## src/rtl/vga_timing_gen.sv

```systemverilog
// vga_timing_gen: free-running VGA raster timing generator with registered hsync/vsync/blank/x/y and strobes.
// Optional half-rate advance with pix_en output when VGA_TIMING_CLKDIV_EN is defined.
module vga_timing_gen #(
  parameter int   H_ACTIVE  = 800,
  parameter int   H_FPORCH  = 24,
  parameter int   H_SYNC    = 72,
  parameter int   H_BPORCH  = 128,
  parameter int   V_ACTIVE  = 600,
  parameter int   V_FPORCH  = 1,
  parameter int   V_SYNC    = 2,
  parameter int   V_BPORCH  = 22,
  parameter logic HSYNC_POL = 1'b1,
  parameter logic VSYNC_POL = 1'b1
) (
  input  logic       clk,
  input  logic       rst_n,
  output logic       hsync,
  output logic       vsync,
  output logic       blank,
  output logic [9:0] x,
  output logic [9:0] y,
  output logic       line_start,
  output logic       frame_start,
  output logic [7:0] frame_count
`ifdef VGA_TIMING_CLKDIV_EN
  ,
  output logic       pix_en
`endif
);
  localparam int H_TOTAL = H_ACTIVE + H_FPORCH + H_SYNC + H_BPORCH;
  localparam int V_TOTAL = V_ACTIVE + V_FPORCH + V_SYNC + V_BPORCH;
  localparam logic [9:0] H_MAX = 10'(H_TOTAL - 1);
  localparam logic [9:0] V_MAX = 10'(V_TOTAL - 1);
  localparam logic [9:0] H_ACT = 10'(H_ACTIVE);
  localparam logic [9:0] V_ACT = 10'(V_ACTIVE);
  localparam logic [9:0] H_SS  = 10'(H_ACTIVE + H_FPORCH);
  localparam logic [9:0] H_SE  = 10'(H_ACTIVE + H_FPORCH + H_SYNC);
  localparam logic [9:0] V_SS  = 10'(V_ACTIVE + V_FPORCH);
  localparam logic [9:0] V_SE  = 10'(V_ACTIVE + V_FPORCH + V_SYNC);

  logic [9:0] h_cnt, v_cnt;
  logic [7:0] f_cnt;
  logic       en, h_last, v_last;

`ifdef VGA_TIMING_CLKDIV_EN
  logic tog;
  // half-rate toggle: counters and outputs advance only when it is 1
  always_ff @(posedge clk) tog <= rst_n ? ~tog : 1'b0;
  assign en     = tog;
  assign pix_en = tog;
`else
  assign en = 1'b1;
`endif

  assign h_last = h_cnt == H_MAX;
  assign v_last = v_cnt == V_MAX;

  // raster position counters and completed-frame counter
  always_ff @(posedge clk) begin
    if (!rst_n) begin
      h_cnt <= '0;
      v_cnt <= '0;
      f_cnt <= '0;
    end else if (en) begin
      h_cnt <= h_last ? '0 : h_cnt + 10'd1;
      if (h_last) v_cnt <= v_last ? '0 : v_cnt + 10'd1;
      if (h_last && v_last) f_cnt <= f_cnt + 8'd1;
    end
  end

  // registered decode of the previous counter values; strobes last a single clk
  always_ff @(posedge clk) begin
    if (!rst_n) begin
      x           <= '0;
      y           <= '0;
      blank       <= 1'b1;
      hsync       <= ~HSYNC_POL;
      vsync       <= ~VSYNC_POL;
      line_start  <= 1'b0;
      frame_start <= 1'b0;
      frame_count <= '0;
    end else begin
      line_start  <= en && h_cnt == '0;
      frame_start <= en && h_cnt == '0 && v_cnt == '0;
      if (en) begin
        x           <= h_cnt;
        y           <= v_cnt;
        blank       <= !(h_cnt < H_ACT && v_cnt < V_ACT);
        hsync       <= (h_cnt >= H_SS && h_cnt < H_SE) ? HSYNC_POL : ~HSYNC_POL;
        vsync       <= (v_cnt >= V_SS && v_cnt < V_SE) ? VSYNC_POL : ~VSYNC_POL;
        frame_count <= f_cnt;
      end
    end
  end
endmodule

```

## config.mk

```make
export PLATFORM = sky130hd
export DESIGN_NAME = vga_timing_gen
export DESIGN_NICKNAME = d
export VERILOG_FILES = /design/src/rtl/vga_timing_gen.sv
export SDC_FILE = /design/constraint.sdc
export NUM_CORES = 1
export LEC_CHECK = 0
export CORE_UTILIZATION = 43
export CTS_CLUSTER_DIAMETER = 150
export DETAILED_ROUTE_END_ITERATION = 7
export PLACE_DENSITY = 0.65
export SLEW_MARGIN = 25
export SYNTH_ARGS = -nofsm -noshare
export SYNTH_HDL_FRONTEND = slang
export SYNTH_SLANG_ARGS = --single-unit
```

## constraint.sdc

```tcl
create_clock -name clk -period 5.92 [get_ports clk]
set_clock_uncertainty 0.2 [all_clocks]
set_input_delay 0.888 -clock clk [delete_from_list [all_inputs] [get_ports clk]]
set_output_delay 0.888 -clock clk [all_outputs]
set_load 0.01 [all_outputs]
```

Yosys cells after proc, flatten, opt, wreduce, memory -nomap -nowiden --
Index checks and enable logic that the tools add are counted.
Word-level totals: logic and storage cells 35, bits of input ports 2, output and inout bits 33, flip-flop bits (word level) 61
Operators by class: eq/ne operators 2, muxes and demuxes 3, $add $sub $neg 3, bitwise operators 1, reductions and logical operators 9, magnitude comparators 6
Operator list (count):
- 10-bit < comparator, second input constant | 4
- 10-bit by 1-bit adder with 10-bit output, second input constant | 2
- 10-bit equality test, second input constant | 2
- 10-bit greater-or-equal comparator, second input constant | 2
- 10-bit logical NOT | 2
- 10-bit two-way mux | 1
- 8-bit by 1-bit adder with 8-bit output, second input constant | 1
- 1-bit logical AND | 5
- 1-bit two-way mux | 2
- 2-bit OR reduction | 1
- 1-bit logical NOT | 1
- 1-bit inverter | 1

Longest topological paths before layout --
depth in word-level cells 3, depth in mapped cells 7, gate-level depth less buffers 6

Worst setup path after synthesis --
No wires, ideal clock.
path kind register to register, start point reg v_cnt[0], end point reg f_cnt[4], clock period less this slack 2.361 ns, path slack 3.559 ns, setup time 0.121 ns, arrival 2.041 ns, required time 5.599 ns, cell stages (with the launch flop) 8, path buffers 1, cells stage by stage dfxtp_1 inv_1 ha_1 or2b_2 or4_4 clkbuf_8 nor3_1 mux2_2
On the way: cells in the longest elaborated chain, start to end 2
RTL lines:
- start: declaration | RTL line 41 | logic [9:0] h_cnt, v_cnt;
- start signal: assignment | RTL line 66 | if (h_last) v_cnt <= v_last ? '0 : v_cnt + 10'd1;
- 10-bit equality test | RTL line 56 | assign v_last = v_cnt == V_MAX;
- 1-bit logical AND | RTL line 67 | if (h_last && v_last) f_cnt <= f_cnt + 8'd1;
- end signal: assignment | RTL line 67
- end: declaration | RTL line 42 | logic [7:0] f_cnt;
No other way between the ends. A chain may end at the register's enable or synchronous reset.

Worst setup path after layout --
start point reg v_cnt[0], end point reg v_cnt[2]
On the way: cells in the longest elaborated chain, start to end 2, elaborated cells on any way between the ends 3, those cells by class 1 x add/sub; 1 x eq/ne; 1 x mux
RTL lines (RTL line):
- 10-bit by 1-bit adder with 10-bit output / 10-bit equality test (equally long branches) | 66, 56
- 10-bit two-way mux (*) | 66
Every way passes the cells marked *; elsewhere a longest branch is shown, timed or not.

==> results.md <==
- STA classifies the critical path startpoint as a register.
- The chip height is 77.79 um.
- The master of the slowest instance on the critical path is or4_4.
- The first global-routing pass estimated 7590 um of wire.
- The number of slew-limit violations in the final report is 0.
- The total global-route track usage is 0.1621.
- The DRC marker count from the first detailed-route iteration is 114.
- In the final routed layout, each cell accounts on average for 12.41 um.
- The total stage count of the critical path is 6.
- The number of flops mapped to enable cells by yosys is 0.
- Of the cells placed in the final design, the portion with a size suffix greater than 1 is 0.08633.
- The clock input transition at the sequential cells of the worst setup and hold paths is 60 ps.
- The actual transition at the worst max-transition pin is 596.8 ps.
- For the worst-skew pair, the clock arrives at the later sink with an insertion delay of 320 ps.
- For the worst setup path, the data required time is 5910 ps.
- Setup violations remaining at the end of the flow were counted as 0.
- The setup TNS after final layout is 0 ps.
- Summed over all nets, the half-perimeter wirelength after detailed placement is 2896 um.
- The cell count of the worst hold path is 1.
- The number of gates resized after CTS was 0.
- After detailed routing, the met3 layer carries 163 um of wire.
- The static leakage power is 0.001073 uW.
- The part of the total power dissipated in combinational logic is 0.029.
- The routability congestion estimate from global placement is 0.8541.
- The number of clock sinks is 61.
- Of the total power, registers draw 0.567.
- By area the synthesized netlist is led by dfxtp_1 49%, and2_1 7.9%, ha_1 3.0%.
- The number of cells on the worst reg-to-reg path is 6.
- The time the final worst path needs with I/O delays and setup is 2479 ps.
- The highest clock rate is 403.3 MHz.
- The longest individual stage delay on the worst path is 580 ps.
- The wire length after detailed routing is 4342 um.
- The number of H-tree branching levels is 3.
- The port buffer count is 34.
- The growth of design area from synthesis to finish is 18.03%.
- The clock buffer count from CTS is 9.
- STA puts the critical path data arrival time at 2470 ps.
- The cell area after synthesis is 0.002470 mm2.
- The worst-case vdd ir drop is 0.1112 mV.
- The largest net degree at the start of global routing is 47.
- The analysis attributes to net switching a power of 153.2 uW.
- The count of unique library cells instantiated by Yosys is 40.
- The final hold violation count is 0.
- The fraction of registers with async set/reset is 0.
- The pre-antenna-repair detailed-routing pass consisted of 4 iterations.
- Routed signal wires occupy layers up through met4.
- The Yosys warning count is 0.
- After global routing the overflow that remains totals 0.
- The synthesized net count is 250.
- The initial utilization of the core area, before any placement, comes to 0.4485.
- In the finished design, the share of the clock period the worst path needs comes to 0.4188.
- For this run, the register share of the synthesized area comes to 0.4944.
- The flow ran to the end, and the final reports show no timing, DRC or antenna violations.
- The top-area cell type share of the netlist area is 0.4944.
- Headroom to the max-slew limit came out at 0.5995.
- The combined buffer and inverter count along the critical path is 1.
- Among all flip-flop cells after synthesis, the most frequent one is dfxtp_1.
- The cell type contributing the most total cell area after synthesis is dfxtp_1.
- The path class of the tightest hold or removal check is register to register.
- The internal power component is 585.8 uW.
- The I/O pin count is 35.
- In this run the mean area of a mapped cell was 10.21 um2.
- The deepest clock path buffer count is 2.
- The number of flip-flops and latches in the synthesized netlist is 61.
- The number of violations of the max-capacitance limit is 0.
- Walking the worst path, the cells encountered are inv_1 -> ha_1 -> or2b_2 -> or4_4 -> o21ai_1 -> nor2_1.
- TritonCTS built the clock tree.
- Setup slack on the worst reg-to-reg path comes out at 3440 ps.
- The worst setup path is of the register to register kind.
- The count of antenna diodes in the layout is 0.
- The kind of capture point of the worst setup path is a register.
- The kind of cell adding the most delay to the critical path is simple AND/OR/NAND/NOR gates.
- In the routed layout, each cell is associated on average with a via count of 5.046.
- The chip width is 77.79 um.
- Power spread over the standard cell area amounts to 253.5 mW/mm2.
- The critical-path maximum fanout is 14.
- The count of vias placed by the detailed router is 1766.
- Detailed routing placed a total of 1938 um of wire on met2.
- Hold repair after CTS inserted 0 buffers.
- The via count of the first global-routing pass came to 1619.
- The detail route stage leaves a number of antenna-violating nets equal to 0.
- The final layout net count is 282.
- The post-synthesis instance total is 242.
- The buffer cell driving the clock tree root is clkbuf_8.
- The floorplan step defined a die boundary enclosing 0.006051 mm2.
- The number of antenna violations at the first check in global routing came to 0.
- The met1 wire length is 2120 um.
- The post-CTS repair timing setup buffer count is 0.
- The switching part of the total power is 0.2073.
- The number of core rows is 27.
- The clock network power share is 0.405.
- By count the netlist is led by 61 x dfxtp_1, 31 x and2_1, 15 x nand3_1, 10 x nor2_1, 9 x nand2_1.
- In the routed design, unresolved DRC markers number 0.
- Yosys instantiated no cell more often than dfxtp_1.
- Setup repair after global routing left no endpoint under its margin.
- Hold is met by 287.0 ps.
- The core area is 0.005507 mm2.
## worst reg2reg max path, stage by stage (launching register included)
cell and delay, ps:
dfxtp_1 370, inv_1 110, ha_1 160, or2b_2 320, or4_4 580, o21ai_1 520, nor2_1 100
## flip-flops by register name, indices dropped and copies added (netlist names)
signal and flops:
h_cnt 10, v_cnt 10, x 10, y 10, f_cnt 8, frame_count 8, blank 1, frame_start 1
hsync 1, line_start 1, vsync 1
## path summary, 6_finish.rpt
check,from,end
worst min register to register,f_cnt[7],frame_count[7]
worst min-delay path,f_cnt[7],frame_count[7]
worst max-delay path,v_cnt[0],v_cnt[2]
worst max register to register,v_cnt[0],v_cnt[2]
## layout by cell type, fill, tap and decap left out, types with 5 or more instances in the layout
cell / instances
a21oi_1: 6
nand4_1: 8
nand2_1: 9
nor2_1: 10
nand3_1: 15
xor2_1: 5
xnor2_1: 6
o31ai_1: 7
dfxtp_1: 61
ha_1: 6
nor3_1: 6
and2_1: 31
clkbuf_8: 10
clkdlybuf4s50_1: 34
inv_1: 6
or4_1: 7
and3_1: 7
## cell families after synthesis
group | synth area share
AOI/OAI and AO/OA | 0.07599
xor gates and xnor gates | 0.03901
adders and majority gates | 0.03039
buffers and inverters | 0.07041
DFF | 0.4944
muxes | 0.01368
and+or+nand+nor | 0.2761
## through the flow
| step | instances | total power, uW | area [um2] | utilization | worst slack [ps] |
|---|---|---|---|---|---|
| after global routing | 350 | 778.5 | 2915 | 0.5294 | 3266 |
| after CTS | 350 | 748.5 | 2915 | 0.5294 | 3389 |
| after floorplan | 242 | 441.6 | 2470 | - | 3559 |
| after global placement | 335 | 449.0 | 2756 | 0.5006 | 3443 |
| final | 350 | 738.9 | 2915 | 0.5294 | 3441 |
| after detailed placement | 335 | 449.2 | 2756 | 0.5006 | 3415 |
## area by class of cell
type                    count  area (um2)
clock buffers              13       148.9
clock inverters             2       10.01
fillers                   509        2591
inverters                   6       22.52
multi-input cells         161        1075
flip-flops and latches     61        1221
well taps                  72       90.09
repair buffers             35       347.8
## power groups by stage
stage          clock network (uW)  logic [uW]  registers (uW)
2_1_floorplan                   0        13.9             428
3_3_place_gp                    0        21.1             428
3_5_place_dp                    0        21.4             428
4_1_cts                       308        21.6             419
5_1_grt                       336        23.9             419
6_report                      299        21.2             419
## routing by layer
layer | global-route usage | vias to the layer above
met5 | 0 | -
met4 | 0.09623 | 0
met3 | 0.04000 | 11
met2 | 0.2496 | 40
met1 | 0.2042 | 804
li1 | - | 911
(Power assumes the default switching activity.)
